**config.mk**
```make
export PLATFORM = sky130hd
export DESIGN_NAME = reg_bank
export DESIGN_NICKNAME = d
export VERILOG_FILES = /design/src/rtl/reg_bank.sv
export SDC_FILE = /design/constraint.sdc
export NUM_CORES = 1
export LEC_CHECK = 0
export ABC_AREA = 1
export ABC_CLOCK_PERIOD_IN_PS = 1330
export BUFFER_PORTS_ARGS = -buffer_cell sky130_fd_sc_hd__buf_4
export CAP_MARGIN = 40
export CORE_UTILIZATION = 40
export CTS_BUF_LIST = sky130_fd_sc_hd__clkbuf_8
export CTS_CLUSTER_DIAMETER = 80
export DETAILED_ROUTE_END_ITERATION = 6
export SLEW_MARGIN = 5
export SYNTH_ARGS = -nofsm -noshare
export SYNTH_HDL_FRONTEND = slang
export SYNTH_SLANG_ARGS = --single-unit
```
**constraint.sdc**
```tcl
create_clock -name clk -period 1.33 [get_ports clk]
set_input_delay 0.0665 -clock clk [delete_from_list [all_inputs] [get_ports clk]]
set_output_delay 0.0665 -clock clk [all_outputs]
set_load 0.005 [all_outputs]
```
**src/rtl/reg_bank.sv**
```systemverilog
// reg_bank: ID, control, W1C status and irq-mask registers with registered reads.
// Define REG_BANK_SHADOW_EN to stage control writes in shadows, committed by a write to S+2.
module reg_bank #(
    parameter int            DW      = 8,
    parameter int            AW      = 8,
    parameter int            N_RW    = 2,
    parameter logic [DW-1:0] RW_INIT = '0
) (
    input  logic               clk,
    input  logic               rst,
    input  logic               wr_en,
    input  logic               rd_en,
    input  logic [AW-1:0]      addr,
    input  logic [DW-1:0]      wr_data,
    input  logic [DW-1:0]      evt_in,
    output logic [DW-1:0]      rd_data,
    output logic               rd_valid,
    output logic               err,
    output logic               irq,
    output logic [N_RW*DW-1:0] ctrl_out
);

    localparam logic [31:0]   S_ADDR = 32'(3 + N_RW);
    localparam logic [DW-1:0] ID0    = DW'(8'h49);
    localparam logic [DW-1:0] ID1    = DW'(8'h45);
    localparam logic [DW-1:0] ID2    = DW'(8'h46);

    logic [31:0]     a;
    logic [DW-1:0]   ctrl_q [N_RW];
    logic [DW-1:0]   status_q;
    logic [DW-1:0]   mask_q;
    logic [DW-1:0]   rd_val;
    logic            rd_ok;
    logic            wr_ok;
    logic            wr_stat;
    logic            wr_mask;
    logic [N_RW-1:0] wr_ctrl;
`ifdef REG_BANK_SHADOW_EN
    logic [DW-1:0]   shd_q [N_RW];
    logic            wr_commit;
`endif

    assign a = 32'(addr);

    // Decode once; read and write legality differ only for ID and commit.
    always_comb begin
        rd_val  = '0;
        rd_ok   = 1'b0;
        wr_ok   = 1'b0;
        wr_stat = 1'b0;
        wr_mask = 1'b0;
        wr_ctrl = '0;
`ifdef REG_BANK_SHADOW_EN
        wr_commit = 1'b0;
`endif
        if (a == 32'd0) begin
            rd_ok  = 1'b1;
            rd_val = ID0;
        end else if (a == 32'd1) begin
            rd_ok  = 1'b1;
            rd_val = ID1;
        end else if (a == 32'd2) begin
            rd_ok  = 1'b1;
            rd_val = ID2;
        end else if (a == S_ADDR) begin
            rd_ok   = 1'b1;
            wr_ok   = 1'b1;
            wr_stat = wr_en;
            rd_val  = status_q;
        end else if (a == S_ADDR + 32'd1) begin
            rd_ok   = 1'b1;
            wr_ok   = 1'b1;
            wr_mask = wr_en;
            rd_val  = mask_q;
`ifdef REG_BANK_SHADOW_EN
        end else if (a == S_ADDR + 32'd2) begin
            wr_ok     = 1'b1;
            wr_commit = wr_en;
`endif
        end else begin
            for (int k = 0; k < N_RW; k++) begin
                if (a == 32'(3 + k)) begin
                    rd_ok      = 1'b1;
                    wr_ok      = 1'b1;
                    wr_ctrl[k] = wr_en;
`ifdef REG_BANK_SHADOW_EN
                    rd_val     = shd_q[k];
`else
                    rd_val     = ctrl_q[k];
`endif
                end
            end
        end
    end

    always_ff @(posedge clk or posedge rst) begin
        if (rst) begin
            for (int k = 0; k < N_RW; k++) begin
                ctrl_q[k] <= RW_INIT;
`ifdef REG_BANK_SHADOW_EN
                shd_q[k]  <= RW_INIT;
`endif
            end
            status_q <= '0;
            mask_q   <= '0;
            rd_data  <= '0;
            rd_valid <= 1'b0;
            err      <= 1'b0;
            irq      <= 1'b0;
        end else begin
            // Events are ORed after the clear so a same-cycle event wins.
            status_q <= (wr_stat ? (status_q & ~wr_data) : status_q) | evt_in;
            if (wr_mask) begin
                mask_q <= wr_data;
            end
            for (int k = 0; k < N_RW; k++) begin
`ifdef REG_BANK_SHADOW_EN
                if (wr_ctrl[k]) begin
                    shd_q[k] <= wr_data;
                end
                if (wr_commit) begin
                    ctrl_q[k] <= shd_q[k];
                end
`else
                if (wr_ctrl[k]) begin
                    ctrl_q[k] <= wr_data;
                end
`endif
            end
            irq      <= |(status_q & mask_q);
            rd_valid <= rd_en;
            if (rd_en) begin
                rd_data <= rd_val;
            end
            err <= (wr_en & ~wr_ok) | (rd_en & ~rd_ok);
        end
    end

    for (genvar g = 0; g < N_RW; g++) begin : g_ctrl
        assign ctrl_out[g*DW +: DW] = ctrl_q[g];
    end

endmodule

```
==> Word-level counts from Yosys, hierarchy flattened <==
Index checks and enable logic that the tools add are counted.
W data, S select, Z words.
{ "totals": {"ff_bits": 43, "in_bits": 28, "out_inout_bits": 27, "elab_cells": 59} }
{ "op_classes": {"eq_ne": 6, "mux": 34, "n_bitwise": 9, "reduce_logical": 2} }
{ "op_table": {"columns": ["operator", "n"], "rows": [
  ["$mux W8", 8],
  ["$logic_not A32 Y1", 1],
  ["$eq A8 B3 Y1 const B", 3],
  ["$mux W1", 21],
  ["$and A8 B8 Y8", 2],
  ["$eq A8 B2 Y1 const B", 2],
  ["$mux W2", 5],
  ["$eq A8 B1 Y1 const B", 1],
  ["$not A8 Y8", 1],
  ["$or A8 B8 Y8", 1],
  ["$reduce_or A8 Y1", 1],
  ["$and A1 B1 Y1", 2],
  ["$not A1 Y1", 2],
  ["$or A1 B1 Y1", 1]
]} }

==> Longest topological paths before layout <==
{ "logic_depth": {"word_depth": 11, "ltp_mapped": 10, "depth_no_buf": 10} }

==> Least setup slack after synthesis <==
OpenSTA, ideal clock, no wires.
{ "synth_timing": {"path_type": "in2reg", "startpoint": "input addr[7]", "endpoint": "register ctrl_q, in the netlist ctrl_out[1]", "setup_ns": 0.120, "arrival_ns": 1.009, "t_required_ns": 1.210, "setup_slack_ns": 0.201, "path_stages": 7, "cell_sequence": "nor2_2 nand2_4 nor3_4 nand3_4 buf_6 nand2_2 o21ai_2"} }
{ "synth_via": {"elab_chain_cells": 7, "word_cells_on_any_way": 12, "cone_classes": "eq/ne (5); mux (6); reduce/logical (1)"} }
{ "synth_lines": {"columns": ["item", "line", "text"], "rows": [
  ["start, declared", "13", "input logic [AW-1:0] addr,"],
  ["$eq A8 B2 Y1", "82", "if (a == 32'(3 + k)) begin"],
  ["$mux W1", "82", null],
  ["$mux W2", "70", "end else if (a == S_ADDR + 32'd1) begin"],
  ["$mux W2", "65", "end else if (a == S_ADDR) begin"],
  ["$mux W2", "62", "end else if (a == 32'd2) begin"],
  ["$mux W2", "59", "end else if (a == 32'd1) begin"],
  ["$mux W2 *", "56", "if (a == 32'd0) begin"],
  ["end signal, assigned by index", "126", "ctrl_q[k] <= wr_data;"],
  ["end, declared", "29", "logic [DW-1:0] ctrl_q [N_RW];"]
]} }
Mark *: on every way between the ends. The rest lies on a longest branch, timed or not.
A chain may end at the register's enable or synchronous reset.

==> Worst setup path after layout <==
{ "layout_timing": {"startpoint": "register mask_q[0]", "endpoint": "register irq"} }
{ "layout_via": {"elab_chain_cells": 2} }
{ "layout_lines": {"columns": ["item", "line", "text"], "rows": [
  ["start, declared", "31", "logic [DW-1:0] mask_q;"],
  ["start signal, assigned", "114", "mask_q <= wr_data;"],
  ["$and A8 B8 Y8", "130", "irq <= |(status_q & mask_q);"],
  ["$reduce_or A8 Y1", "130", null],
  ["end signal, assigned", "130", null],
  ["end, declared", "19", "output logic irq,"]
]} }
Every way passes these cells.

==> results.py <==
metrics = {
    "sta": {
        "finalHoldViolCount": 0,
        "worst-slew-pin-transition_ps": 382,
        "finalSetupViolations": 0,
        "finalCritPeriodShare_pct": 78.4,
        "clock_skew_ps": 6.50,
        "whs_ps": 89.8,
        "max_slew_margin_vs_limit_pct": 74.5,
        "fin_setup_tns_ps": 0,
        "max_fclk_mhz": 959,
        "drv_slew": 0,
        "rsz0062_at_grt": "no",
        "finalCriticalPeriod_ps": 1040,
    },
    "die": {
        "core_box_area_um2": 5140,
        "die_w_um": 75.1,
        "ios": 55,
        "fp.dieArea_um2": 5650,
        "initial_utilization_pct": 41.6,
        "row_count": 26,
        "die_h_um": 75.1,
    },
    "power": {
        "irDropWorstVdd_v": 0.000551,
        "leakage_power_total_uw": 0.00153,
        "power-per-cell-area_nw_per_um2": 940,
    },
    "global_route": {
        "grt_start_max_net_pins": 44,
        "first_global_vias": 1704,
        "grt.overflow.total": 0,
        "global_route.usage.total_pct": 21.0,
        "grt_pass1_wl_mm": 8.58,
        "grt_antenna_before_repair": 0,
    },
    "final_layout": {
        "antenna_cells": 0,
        "fin_cells": 408,
        "final_core_utilization_pct": 56.3,
        "layout-area-overhead-vs-synth_pct": 35.1,
        "design_area_um2": 2890,
        "layout_commonest_cell": "nand2_1",
        "final_net_count": 366,
        "mostFrequentLayoutCells": "78 x nand2_1, 63 x buf_4, 43 x dfrtp_1, 35 x inv_1, 27 x nor2_1",
        "drive_above_1_share_pct": 29.0,
    },
    "route": {
        "totalWireLength_mm": 5.38,
        "wire_per_inst_um": 13.2,
        "vias": 1916,
        "firstDrtPassIters": 4,
        "post-route-drc-count": 0,
        "vias_per_cell": 4.70,
        "drt_iter0_markers": 108,
        "detail-route-antenna-nets": 0,
    },
    "clock_tree": {
        "cts.sinks": 43,
        "cts_tree": "yes",
        "insertion_delay_ps": 290,
        "cts_buffers": 5,
        "cts-root-to-sink-buffers": 2,
        "cts_hold_buf": 10,
        "cts-resized-gates": 0,
        "postCtsSetupBuffers": 0,
        "clk_transition_reported_paths_ps": 80,
        "cts_root_buffer": "clkbuf_8",
        "clock_tree.htree_level_count": 2,
    },
    "worst_hold_path": {
        "min-delay-path-class": "in2reg",
    },
    "placement": {
        "placedInstanceArea_um2": 2690,
        "port_buffers": 54,
        "place.detailed.instances": 391,
        "gp_congestion": 0.822,
        "dp_hpwl_mm": 3.96,
    },
    "synthesis": {
        "synthesized_instance_count": 261,
        "synth_area_um2": 2140,
        "postSynthRegisterBits": 43,
        "yosys_warnings": 0,
        "postSynthAreaPerCell_um2": 8.20,
        "mappedNetlistNets": 289,
        "yosysSeqAreaShare_pct": 50.3,
        "yosysUniqueCellTypes": 23,
    },
    "critical_path": {
        "worst_path_most_repeated_cell": "nand2_1",
        "crit_path_top_delay_cell": "dfrtp_1",
        "worst-endpoint-required_ps": 1500,
        "critical_path.startpoint_type": "flop",
        "end_kind": "flop",
        "critical_path.max_fanout": 3,
        "critical_path_class": "reg2reg",
        "arrival_ps": 1220,
        "path_cells": "nand2_1 -> o21ai_0 -> a221oi_1 -> nand2_1",
        "critical-path-max-stage-delay_ps": 400,
    },
    "flow_run": {
        "cap_violations": 0,
    },
    "run_status": {
        "status": "completed",
    },
}
==> power by group <==
group / switching, µW / leakage, µW / internal (µW) / total (µW)
Combinational: 169 / 0.000934 / 181 / 349
Sequential: 37.9 / 0.000543 / 1360 / 1400
Clock: 428 / 0.0000554 / 543 / 971
==> worst max-delay path, delay by kind of cell (launching register included) <==
family | cells | cell delay, ps
flops | 1 | 400
simple gates | 2 | 170
compound gates | 2 | 340
==> cell usage after synthesis (all sizes together) <==
library cell | number | area, µm²
o21ai | 32 | 220
dfrtp | 43 | 1080
nand2 | 82 | 323
buf | 3 | 27.5
nor3 | 5 | 47.5
o22ai | 2 | 12.5
inv | 35 | 131
a221oi | 2 | 17.5
nand4 | 3 | 18.8
nand3 | 16 | 92.6
o21bai | 3 | 22.5
a21oi | 3 | 15.0
nor2 | 31 | 131
clkbuf | 1 | 3.75
==> through the flow <==
| stage | setup WS [ps] | total power (µW) |
|---|---|---|
| 2_1_floorplan | 201 | 1560 |
| 3_3_place_gp | 28.4 | 1750 |
| 3_5_place_dp | -10.7 | 1750 |
| 4_1_cts | 288 | 2740 |
| 5_1_grt | 172 | 2850 |
| 6_report | 288 | 2720 |
==> flip-flops by register name (all words and copies together), names as in the netlist <==
| signal | cells |
|---|---|
| err | 1 |
| rd_data | 8 |
| rd_valid | 1 |
| ctrl_out | 16 |
| irq | 1 |
| mask_q | 8 |
| status_q | 8 |
==> cell families after synthesis <==
kind of cell,synth area share (%)
buffers and inverters,7.60
AO/OA/AOI/OAI,13.5
AND/OR/NAND/NOR,28.7
flip-flops,50.3
==> routing by layer <==
layer  part of all wire (%)  global-route usage [%]  up-vias
li1                       -                       -      980
met1                     48                    29.9      883
met2                     47                    33.2       48
met3                    4.1                    4.02        5
met4                   0.86                    5.56        0
met5                      0                       0        -
==> layout make-up <==
cell class / instances / area, µm²
clock inverters: 2 / 33.8
well taps: 70 / 87.6
fillers: 493 / 2250
repair buffers: 74 / 593
flip-flops and latches: 43 / 1080
inverters: 35 / 131
clock buffers: 5 / 68.8
multi-input cells: 179 / 901
==> final timing paths <==
kind	startpoint	endpoint	slack, ps	cells after the start
min in group asynchronous	rst	irq	380	4
max reg2reg	mask_q[0]	irq	290	4
max in group asynchronous	rst	err	730	4
max	mask_q[0]	irq	290	4
min reg2reg	mask_q[7]	mask_q[7]	490	2
min	wr_data[6]	ctrl_out[14]	90	3
Power figures use the tool's default switching activity.
